--- src/rtl/fwd_hazard_unit_pkg.sv ---
// Shared definitions for the forwarding/hazard unit and related control blocks.
// Tracker entry layout (LSB first): used[NUM_SRC], src[NUM_SRC*AW], ld, wr, rd[AW], valid.
package fwd_hazard_unit_pkg;

    // Forward select value meaning "take the register file".
    localparam int unsigned FWD_SEL_RF  = 0;

    localparam int unsigned DEF_AW      = 5;
    localparam int unsigned DEF_NUM_SRC = 2;
    localparam int unsigned DEF_DEPTH   = 3;

    function automatic int unsigned ent_off_used();
        return 0;
    endfunction

    function automatic int unsigned ent_off_src(int unsigned num_src);
        return num_src;
    endfunction

    function automatic int unsigned ent_off_ld(int unsigned aw, int unsigned num_src);
        return num_src + num_src * aw;
    endfunction

    function automatic int unsigned ent_off_wr(int unsigned aw, int unsigned num_src);
        return ent_off_ld(aw, num_src) + 1;
    endfunction

    function automatic int unsigned ent_off_rd(int unsigned aw, int unsigned num_src);
        return ent_off_ld(aw, num_src) + 2;
    endfunction

    function automatic int unsigned ent_off_valid(int unsigned aw, int unsigned num_src);
        return ent_off_rd(aw, num_src) + aw;
    endfunction

    function automatic int unsigned ent_width(int unsigned aw, int unsigned num_src);
        return ent_off_valid(aw, num_src) + 1;
    endfunction

endpackage

--- src/rtl/fwd_match_prio.sv ---
// Youngest-match priority encoder: finds the lowest-index (youngest) tracker entry
// that writes addr_i. Register 0 never matches.
module fwd_match_prio #(
    parameter int unsigned AW = 5,
    parameter int unsigned N  = 3,
    parameter int unsigned IW = (N > 1) ? $clog2(N) : 1
) (
    input  logic [AW-1:0]   addr_i,
    input  logic [N-1:0]    wr_ok_i,
    input  logic [N*AW-1:0] rd_i,
    output logic            hit_o,
    output logic [IW-1:0]   idx_o
);

    // Scan oldest to youngest so the youngest match is the last one assigned.
    always_comb begin
        hit_o = 1'b0;
        idx_o = '0;
        for (int i = int'(N) - 1; i >= 0; i--) begin
            if (wr_ok_i[i] && (rd_i[i*AW +: AW] == addr_i) && (addr_i != '0)) begin
                hit_o = 1'b1;
                idx_o = IW'(i);
            end
        end
    end

endmodule

--- src/rtl/fwd_hazard_unit.sv ---
// Forwarding and load-use hazard unit with a DEPTH-entry shadow pipeline (EX..WB).
// Optional performance counters are built when FWD_PERF_EN is defined; otherwise
// stall_cnt/fwd_cnt are tied to zero.
module fwd_hazard_unit
    import fwd_hazard_unit_pkg::*;
#(
    parameter int unsigned AW       = DEF_AW,
    parameter int unsigned NUM_SRC  = DEF_NUM_SRC,
    parameter int unsigned DEPTH    = DEF_DEPTH,
    parameter int unsigned LOAD_LAT = 1,
    parameter int unsigned SELW     = $clog2(DEPTH)
) (
    input  logic                    clk,
    input  logic                    reset,
    input  logic                    adv,
    input  logic                    flush,
    input  logic                    id_valid,
    input  logic [AW-1:0]           id_rd,
    input  logic                    id_reg_write,
    input  logic                    id_mem_read,
    input  logic [NUM_SRC*AW-1:0]   id_src,
    input  logic [NUM_SRC-1:0]      id_src_used,
    output logic                    stall,
    output logic [NUM_SRC*SELW-1:0] fwd_sel,
    output logic [31:0]             stall_cnt,
    output logic [31:0]             fwd_cnt
);

    localparam int unsigned EW   = ent_width(AW, NUM_SRC);
    localparam int unsigned OUSE = ent_off_used();
    localparam int unsigned OSRC = ent_off_src(NUM_SRC);
    localparam int unsigned OLD  = ent_off_ld(AW, NUM_SRC);
    localparam int unsigned OWR  = ent_off_wr(AW, NUM_SRC);
    localparam int unsigned ORD  = ent_off_rd(AW, NUM_SRC);
    localparam int unsigned OVLD = ent_off_valid(AW, NUM_SRC);
    localparam int unsigned IWS  = (DEPTH > 1) ? $clog2(DEPTH) : 1;
    localparam int unsigned IWF  = (DEPTH > 2) ? $clog2(DEPTH - 1) : 1;

    // Index 0 is stage 1 (EX).
    logic [EW-1:0]       ent_q [DEPTH];
    logic [EW-1:0]       ent_d [DEPTH];
    logic [EW-1:0]       id_ent;
    logic [DEPTH-1:0]    wr_ok;
    logic [DEPTH-1:0]    ld_v;
    logic [DEPTH*AW-1:0] rd_flat;

    logic [NUM_SRC-1:0]  st_hit;
    logic [IWS-1:0]      st_idx [NUM_SRC];
    logic [NUM_SRC-1:0]  f_hit;
    logic [IWF-1:0]      f_idx [NUM_SRC];

    assign id_ent = {id_valid, id_rd, id_reg_write, id_mem_read, id_src, id_src_used};

    // Flatten per-stage write/load info for the priority encoders.
    always_comb begin
        wr_ok   = '0;
        ld_v    = '0;
        rd_flat = '0;
        for (int k = 0; k < int'(DEPTH); k++) begin
            wr_ok[k]            = ent_q[k][OVLD] & ent_q[k][OWR];
            ld_v[k]             = ent_q[k][OLD];
            rd_flat[k*AW +: AW] = ent_q[k][ORD +: AW];
        end
    end

    for (genvar j = 0; j < int'(NUM_SRC); j++) begin : g_src
        // Load-use check against all stages for the ID operand.
        fwd_match_prio #(.AW(AW), .N(DEPTH), .IW(IWS)) u_stall_prio (
            .addr_i (id_src[j*AW +: AW]),
            .wr_ok_i(wr_ok),
            .rd_i   (rd_flat),
            .hit_o  (st_hit[j]),
            .idx_o  (st_idx[j])
        );
        // Forward source search for the EX operand, stages 2..DEPTH only.
        fwd_match_prio #(.AW(AW), .N(DEPTH - 1), .IW(IWF)) u_fwd_prio (
            .addr_i (ent_q[0][OSRC + j*AW +: AW]),
            .wr_ok_i(wr_ok[DEPTH-1:1]),
            .rd_i   (rd_flat[DEPTH*AW-1:AW]),
            .hit_o  (f_hit[j]),
            .idx_o  (f_idx[j])
        );
    end

    // Stall only when the youngest writer is a load still inside the load latency.
    always_comb begin
        logic any;
        any = 1'b0;
        for (int j = 0; j < int'(NUM_SRC); j++) begin
            if (id_src_used[j] && st_hit[j] && ld_v[st_idx[j]] &&
                (32'(st_idx[j]) < LOAD_LAT)) begin
                any = 1'b1;
            end
        end
        stall = ~reset & id_valid & ~flush & any;
    end

    // Forward select: stage k maps to select value k-1.
    always_comb begin
        fwd_sel = '0;
        for (int j = 0; j < int'(NUM_SRC); j++) begin
            fwd_sel[j*SELW +: SELW] = SELW'(FWD_SEL_RF);
            if (ent_q[0][OVLD] && ent_q[0][OUSE + j] && f_hit[j]) begin
                fwd_sel[j*SELW +: SELW] = SELW'(32'(f_idx[j]) + 32'd1);
            end
        end
    end

    // Shadow pipeline shift; a stalled or flushed ID slot becomes a bubble.
    always_comb begin
        for (int k = 0; k < int'(DEPTH); k++) begin
            ent_d[k] = ent_q[k];
        end
        if (adv) begin
            for (int k = 1; k < int'(DEPTH); k++) begin
                ent_d[k] = ent_q[k-1];
            end
            ent_d[0] = (id_valid && !flush && !stall) ? id_ent : '0;
        end
    end

    // Tracker state register.
    always_ff @(posedge clk or posedge reset) begin
        if (reset) begin
            for (int k = 0; k < int'(DEPTH); k++) begin
                ent_q[k] <= '0;
            end
        end else begin
            for (int k = 0; k < int'(DEPTH); k++) begin
                ent_q[k] <= ent_d[k];
            end
        end
    end

`ifdef FWD_PERF_EN
    logic [31:0] stall_cnt_q, stall_cnt_d;
    logic [31:0] fwd_cnt_q, fwd_cnt_d;
    logic [31:0] fwd_inc;

    // Saturating event counters, updated only on advancing edges.
    always_comb begin
        fwd_inc = '0;
        for (int j = 0; j < int'(NUM_SRC); j++) begin
            if (fwd_sel[j*SELW +: SELW] != '0) begin
                fwd_inc = fwd_inc + 32'd1;
            end
        end
        stall_cnt_d = stall_cnt_q;
        fwd_cnt_d   = fwd_cnt_q;
        if (adv) begin
            if (stall && (stall_cnt_q != 32'hFFFF_FFFF)) begin
                stall_cnt_d = stall_cnt_q + 32'd1;
            end
            fwd_cnt_d = (fwd_cnt_q > (32'hFFFF_FFFF - fwd_inc)) ? 32'hFFFF_FFFF
                                                                 : fwd_cnt_q + fwd_inc;
        end
    end

    // Counter registers.
    always_ff @(posedge clk or posedge reset) begin
        if (reset) begin
            stall_cnt_q <= '0;
            fwd_cnt_q   <= '0;
        end else begin
            stall_cnt_q <= stall_cnt_d;
            fwd_cnt_q   <= fwd_cnt_d;
        end
    end

    assign stall_cnt = stall_cnt_q;
    assign fwd_cnt   = fwd_cnt_q;
`else
    assign stall_cnt = '0;
    assign fwd_cnt   = '0;
`endif

endmodule

--- config.mk ---
export PLATFORM = sky130hd
export DESIGN_NAME = fwd_hazard_unit
export DESIGN_NICKNAME = d
export VERILOG_FILES = /design/src/rtl/fwd_hazard_unit_pkg.sv /design/src/rtl/fwd_match_prio.sv /design/src/rtl/fwd_hazard_unit.sv
export SDC_FILE = /design/constraint.sdc
export NUM_CORES = 1
export LEC_CHECK = 0
export CAP_MARGIN = 10
export CORE_AREA = 3 3 85 95
export DETAILED_ROUTE_END_ITERATION = 10
export DIE_AREA = 0 0 88 98
export PLACE_DENSITY = 0.8
export SYNTH_ARGS = -nofsm -noshare
export SYNTH_HDL_FRONTEND = slang
export SYNTH_HIERARCHICAL = 1
export SYNTH_SLANG_ARGS = --single-unit
--- constraint.sdc ---
create_clock -name clk -period 3.65 [get_ports clk]
set_input_delay 0.5475 -clock clk [delete_from_list [all_inputs] [get_ports clk]]
set_output_delay 0.5475 -clock clk [all_outputs]
set_load 0.005 [all_outputs]
==> impl_metrics.csv <==
group,metric,value,unit
final_layout,final_common_cell,"conb_1",
timing,finalCritPeriodShare,0.949,
floorplanning,fp.coreArea,7090,um2
status,status,"complete, no violations",
logic_synthesis,synth.area.top_cells,"dfrtp_1 (30%), buf_4 (17%), xnor2_1 (11%), o22ai_2 (8.8%), mux2_2 (5.6%)",
final_layout,top_regs,"ent_q (34)",
drt,antenna_left,0,
pwr,power.density,297,nW/um2
final_layout,diodes,0,
global_routing,grt_util_met3,0.0312,
pwr,total_power,0.924,mW
place,gp_congestion,0.942,
final_layout,largest_reg_flops,34,
clock_network,cts.path.max_buffers,2,
critical_path,slowest_delay,530,ps
drt,drc_errors,0,
critical_path,crit_path_end_kind,"output pin",
logic_synthesis,synth_top_area_cell,"dfrtp_1",
critical_path,slowest_stage,"or4_1",
global_routing,top_usage_layer,"met2",
clock_network,cts_tree,"built",
critical_path,cp_max_fo,4,
critical_path,required,3100,ps
drt,wirelength,5.78,mm
timing,setup_violations,0,
floorplanning,initial_core_util,0.399,
final_layout,syn_to_final_growth,9.91,%
timing,tightest_slew,633,ps
floorplanning,die_w,88,um
global_routing,grt_util_met2,0.244,
timing,fin_worst_skew,5.68,ps
clock_network,h-tree-depth,2,
final_layout,final_nets,360,
pwr,ir_worst_vdd,275,uV
final_layout,top_register,"ent_q",
timing,slew-limit-headroom,0.578,
critical_path,cp_cell_sequence,"clkdlybuf4s50_1 -> buf_4 -> xor2_1 -> or4_1 -> nor3b_2 -> nand4bb_4 -> a2111oi_2 -> dlygate4sd2_1",
floorplanning,fp.dieH,98,um
hold_path,hold_path_class,"reg2reg",
timing,rsz0062_at_grt,"no",
timing,max_freq,0.289,GHz
final_layout,layout-drive-gt1-share,0.203,
hold_path,hold_depth,1,
drt,drtPass1Iterations,5,
clock_network,cts_root_buffer,"clkbuf_8",
place,post-dp-hpwl,4.53,mm
place,placement.io_buffers,28,
flow_run,maxCapViolations,0,
logic_synthesis,ys_types,28,
drt,via_count,1940,
logic_synthesis,synth_warnings,6,
place,place_inst,414,
drt,vias_per_cell,4.62,
global_routing,grt_pass1_vias,1906,
critical_path,rrSetupSlack,1050,ps
drt,wire_per_inst,13.8,um
critical_path,r2r_cells,8,
floorplanning,die-area,8620,um2
global_routing,use_met1,0.160,
logic_synthesis,synth_top_area_frac,0.301,
clock_network,path_clk_slew,60,ps
logic_synthesis,synth-seq-area-share,0.301,
global_routing,antenna_found_initial,0,
logic_synthesis,ys_ff_latch,34,
global_routing,grt_overflow,0,
logic_synthesis,syn_area,2830,um2
clock_network,clkLatencyLatePin,290,ps
pwr,leakagePower,1.39,nW
global_routing,track_usage,0.140,
critical_path,crit_type,"in2out",
critical_path,rr_endpoint,"ent_q[50]$_DFFE_PP0P_",
floorplanning,rows,32,
global_routing,grt_pass1_wl,9.46,mm
hold_path,hold_end,"ent_q[19]$_DFFE_PP0P_",
timing,hold_viol,0,
global_routing,grt_max_degree,21,
timing,drv_slew,0,
logic_synthesis,synth_cells,292,
final_layout,layout_common_cells,"conb_1 (64), dfrtp_1 (34), xnor2_1 (34)",
clock_network,clock-sinks,34,
critical_path,cp-start-kind,"input port",
timing,period_minus_slack,3460,ps
logic_synthesis,syn-mean-instance-area,9.69,um2
drt,drt_iter0_drc,56,
clock_network,numCtsBuffers,5,
final_layout,fin_cells,420,
critical_path,r2r-start,"ent_q[34]$_DFFE_PP0P_",
clock_network,post-cts-setup-buffers,0,
hold_path,hp-start,"ent_q[19]$_DFFE_PP0P_",
floorplanning,ioPinCount,93,
critical_path,crit_arrival,2920,ps
-- report_power, final --
| part | leakage [nW] | internal [mW] | total (mW) | switching (mW) |
|---|---|---|---|---|
| logic | 0.886 | 0.103 | 0.201 | 0.0976 |
| registers | 0.457 | 0.405 | 0.450 | 0.0450 |
| clock network | 0.0431 | 0.145 | 0.274 | 0.129 |
-- worst max-delay path: cells and delay by family --
family | cells | cell delay (ps)
xor gates and xnor gates | 1 | 140
buffers and inverters | 3 | 930
AOI/OAI and AO/OA | 1 | 350
and+or+nand+nor | 3 | 950
-- synth_stat cells --
cell type and n:
nor2_1 9, nand4_1 10, nand4bb_4 2, or4_1 8, nand3_1 4, dfrtp_1 34, o22ai_2 20, buf_4 65
nand2_1 21, nor3b_2 2, nor2_2 2, nor2b_1 2, mux2_2 14, buf_6 5, inv_1 25, and2_1 2
buf_2 2, and3b_2 1, or2_1 2, xnor2_1 34, conb_1 1, nor3_1 2, nor4_1 4, or3_1 2
a2111oi_2 1, nand2b_1 1, xor2_1 16, a21oi_4 1
-- repair_timing --
item                       4_1_cts  5_1_grt
hold buffers                     0        0
gates resized for setup          1        0
hold endpoints to repair         0        0
setup endpoints to repair        1        0
-- worst max path at each step --
stage | startpoint | slack, ps | cells past startpoint | endpoint
final | id_src[3] | 190 | 8 | stall
after global routing | id_src[4] | 110 | 8 | stall
after floorplan | id_src[2] | 1050 | 6 | stall
after global placement | id_src[4] | -60 | 8 | stall
after CTS | id_src[4] | 190 | 8 | stall
after detailed placement | id_src[4] | -100 | 8 | stall
-- kinds of logic (layout without fill, tap and decap cells) --
kind of cell / after synthesis / count (layout) / synth area share
AOI/OAI and AO/OA: 22 / 22 / 0.0995
xor gates and xnor gates: 50 / 50 / 0.155
buffers and inverters: 97 / 77 / 0.229
DFF: 34 / 34 / 0.301
muxes: 14 / 14 / 0.0557
other: 1 / 64 / 0.00133
and+or+nand+nor: 74 / 74 / 0.159
-- routing by layer --
metal  wire, um  up-vias
met4        155        0
li1           -      921
met1       2300      914
met3        344       16
met5          0        -
met2       2980       89
-- per-stage QoR --
stage | TNS (ps) | worst slack, ps | hold slack [ps] | instance area, um2 | utilization
finish | 0 | 187 | 497 | 3110 | 0.439
global route | 0 | 109 | 539 | 3110 | 0.439
CTS | 0 | 187 | 502 | 3110 | 0.439
detailed placement | -103 | -103 | 488 | 3030 | 0.427
global placement | -58.0 | -58.0 | 483 | 3030 | 0.427
floorplan | 0 | 1050 | 472 | 3070 | -
-- cell type report --
cell class / count / area, um2
Tap cell: 85 / 106
Fill cell: 685 / 3980
Timing Repair Buffer: 46 / 409
Clock buffer: 6 / 82.6
Inverter: 25 / 93.8
Sequential cell: 34 / 851
Multi-Input combinational cell: 224 / 1570
No activity file was read; power rests on OpenSTA's default activity.
==> variant 1 (same flow settings) <==
Add a define of `FWD_PERF_EN`.
--- a/src/rtl/fwd_hazard_unit.sv
+++ b/src/rtl/fwd_hazard_unit.sv
@@ -1,6 +1,8 @@
 // Forwarding and load-use hazard unit with a DEPTH-entry shadow pipeline (EX..WB).
 // Optional performance counters are built when FWD_PERF_EN is defined; otherwise
 // stall_cnt/fwd_cnt are tied to zero.
+`define FWD_PERF_EN
+
 module fwd_hazard_unit
     import fwd_hazard_unit_pkg::*;
 #(
Check against the original RTL: not equivalent (a bounded check fails within 4 cycles, from zero or initial values and one cycle with reset high).
==> variant 1 against the unedited design <==
  * The flow now stops in detailed placement
  * Synthesized area up 87%
  * Synthesized cell count grew 76%
==> variant 1: results (changes against the unedited design) <==
Yosys
  – Synth Area in Compound Gates: 6.52% (-3.4 points)
  – Post-Synth Adder-Cell Area: 1.56% (+1.6 points)
  – Unique masters post-synth: 47 (+68%)
  – Yosys warnings: 6 (unchanged)
  – Synth Net Count: approximately 550
  – Most used DFF post-synth: dfrtp_1
  – Post-synthesis mux area share: 3.19% (-2.4 points)
  – Commonest cells post-synth: dfrtp_1, xnor2_1, nand2_1
  – Synth Area in XOR/XNOR: 16.7% (+1.2 points)
  – #FFs+latches synth: 98 (+190%)
  – Mapped Cells: 515 (+76%)
  – Asr flop ratio synth: 100% (unchanged)
  – Ranking of synthesized cells by area: dfrtp_1, xnor2_1, xor2_1, nand4_1, mux2_2
  – Register area share after synthesis: 46.3% (+16 points)

Placement
  – PortBufs: 92 (+230%)
  – Placed wire-length estimate: 11000 um (+140%)
  – Final RePlAce weighted congestion: 0.922 (-2.1%)

Outcome
  – Stop err: [ERROR DPL-0033] detailed placement checks failed during check placement.
  – Status: aborted with a tool error
  – Last stage reached: detailed placement

Floorplanning
  – Num rows: 32 (unchanged)
[variant 1: cells by family after synthesis]
logic type               count (synthesis)
AND/OR/NAND/NOR                        214
flip-flops                              98
adder cells (fa/ha/maj)                  6
AO/OA/AOI/OAI                           47
XOR/XNOR                               101
buffers and inverters                   34
multiplexers                            15
[variant 1: per-stage QoR]
step	setup WS (ns)	setup TNS, ns
global placement	-0.107	-0.107
floorplan	0.177	0
==> variant 2 (config.mk and constraints unchanged) <==
Without the edit above. Change the package constant `DEF_NUM_SRC` from 2 to 1.
--- a/src/rtl/fwd_hazard_unit_pkg.sv
+++ b/src/rtl/fwd_hazard_unit_pkg.sv
@@ -6,7 +6,7 @@
     localparam int unsigned FWD_SEL_RF  = 0;
 
     localparam int unsigned DEF_AW      = 5;
-    localparam int unsigned DEF_NUM_SRC = 2;
+    localparam int unsigned DEF_NUM_SRC = 1;
     localparam int unsigned DEF_DEPTH   = 3;
 
     function automatic int unsigned ent_off_used();
Interface: changed (resized fwd_sel, id_src and id_src_used); port bits go from 93 to 85. No check against the original RTL was run, so the function may have changed too.
==> variant 2 against the unedited design <==
  * Final area shrank 32%
  * Clock skew rose by 0.0015 ns
  * First-iteration DRC count decreased by 54%
  * Count of clock-buffer cells in the layout is 2 lower
  * Worst setup slack improved by 0.26 ns
  * Power fell by 27%
  * Routed wire length shrank 41%
  * Critical path depth unchanged
  * Synthesized area shrank 31%
  * Sequential cell count shrank 6
  * Highest routed layer unchanged
==> variant 2: results (changes against the unedited design) <==
Yosys
  – Avg Inst Size Synth: 10.6 um^2 (+9.4%)
  – Ranking of synthesized cells by area: dfrtp_1, buf_4, mux2_2, xnor2_1, a22o_1
  – Synth Area in Compound Gates: 7.53% (-2.4 points)

Global routing
  – Global Route met1 Usage: 9.59% (-6.4 points)
  – Largest net degree at the start of global routing: 30 (+43%)
  – Vias in the first global route: 1108 (-42%)

Hold path
  – Hold path start: ent_q[7]$_DFFE_PP0P_
  – Hold EP: ent_q[7]$_DFFE_PP0P_

Setup path
  – Max stage delay on crit path: 0.56 ns (+0.03 ns)
  – RR Endpoint: ent_q[36]$_DFFE_PP0P_
  – Crit. Startpoint: id_src[0]
  – WP data arrival: 2.66 ns (-0.26 ns)
  – Reg2reg start: ent_q[11]$_DFFE_PP0P_

Cells and area
  – Largest registers: ent_q: 28 flops
  – Multi-input gate area: 973 um^2 (-38%)
  – Comb_multi_in: 148 (-34%)
  – Layout fillers: 715 (+4.4%)
  – Reg area: 701 um^2 (-18%)
  – Share of layout cells above drive strength 1: 15.9% (-4.4 points)

Drt
  – WL met2: 1660 um (-44%)
  – Met1 WL: 1450 um (-37%)
  – Final wirelength: 3400 um (-41%)
  – Pre-Repair DR Iteration Count: 4 (-1)
  – DR WL met3: 255 um (-26%)
  – Vias per cell: 4.04 (-12%)

Outcome
  – Status: finished clean

Clock network
  – CTS buffer count: 3 (-2)
  – H-tree levels: 1 (-1)
  – Clock tree sinks: 28 (-18%)

Placement
  – Post-Place Cells: 295 (-29%)
  – Dpl ws: 0.0657 ns (+0.169 ns)
  – Placed wire-length estimate: 2720 um (-40%)
  – PortBufs: 20 (-29%)

Power and ir drop
  – Max IR drop VDD: 0.203 mV (-26%)
  – Static Leak: 1.04 nW (-25%)

Timing
  – Clock Skew: 0.00719 ns (+0.00151 ns)
-- variant 2: through the flow --
stage / area, um^2 / utilization [%] / power (W)
3_3_place_gp: 2070 / 29.2 / 0.000485
4_1_cts: 2130 / 30.0 / 0.000677
3_5_place_dp: 2070 / 29.2 / 0.000490
2_1_floorplan: 2200 / - / 0.000491
5_1_grt: 2130 / 30.0 / 0.000709
6_report: 2130 / 30.0 / 0.000673
-- variant 2: where the power goes --
part | internal, W | leakage (nW) | switching [W]
combinational | 0.0000663 | 0.635 | 0.0000605
sequential | 0.000333 | 0.376 | 0.0000258
clock | 0.0000964 | 0.0288 | 0.0000915
total | 0.000496 | 1.04 | 0.000178
-- variant 2: cells by family after synthesis --
group | count (synthesis)
buffers and inverters | 72
XOR/XNOR | 25
AO/OA/AOI/OAI | 15
multiplexers | 14
flip-flops | 28
other | 1
AND/OR/NAND/NOR | 30
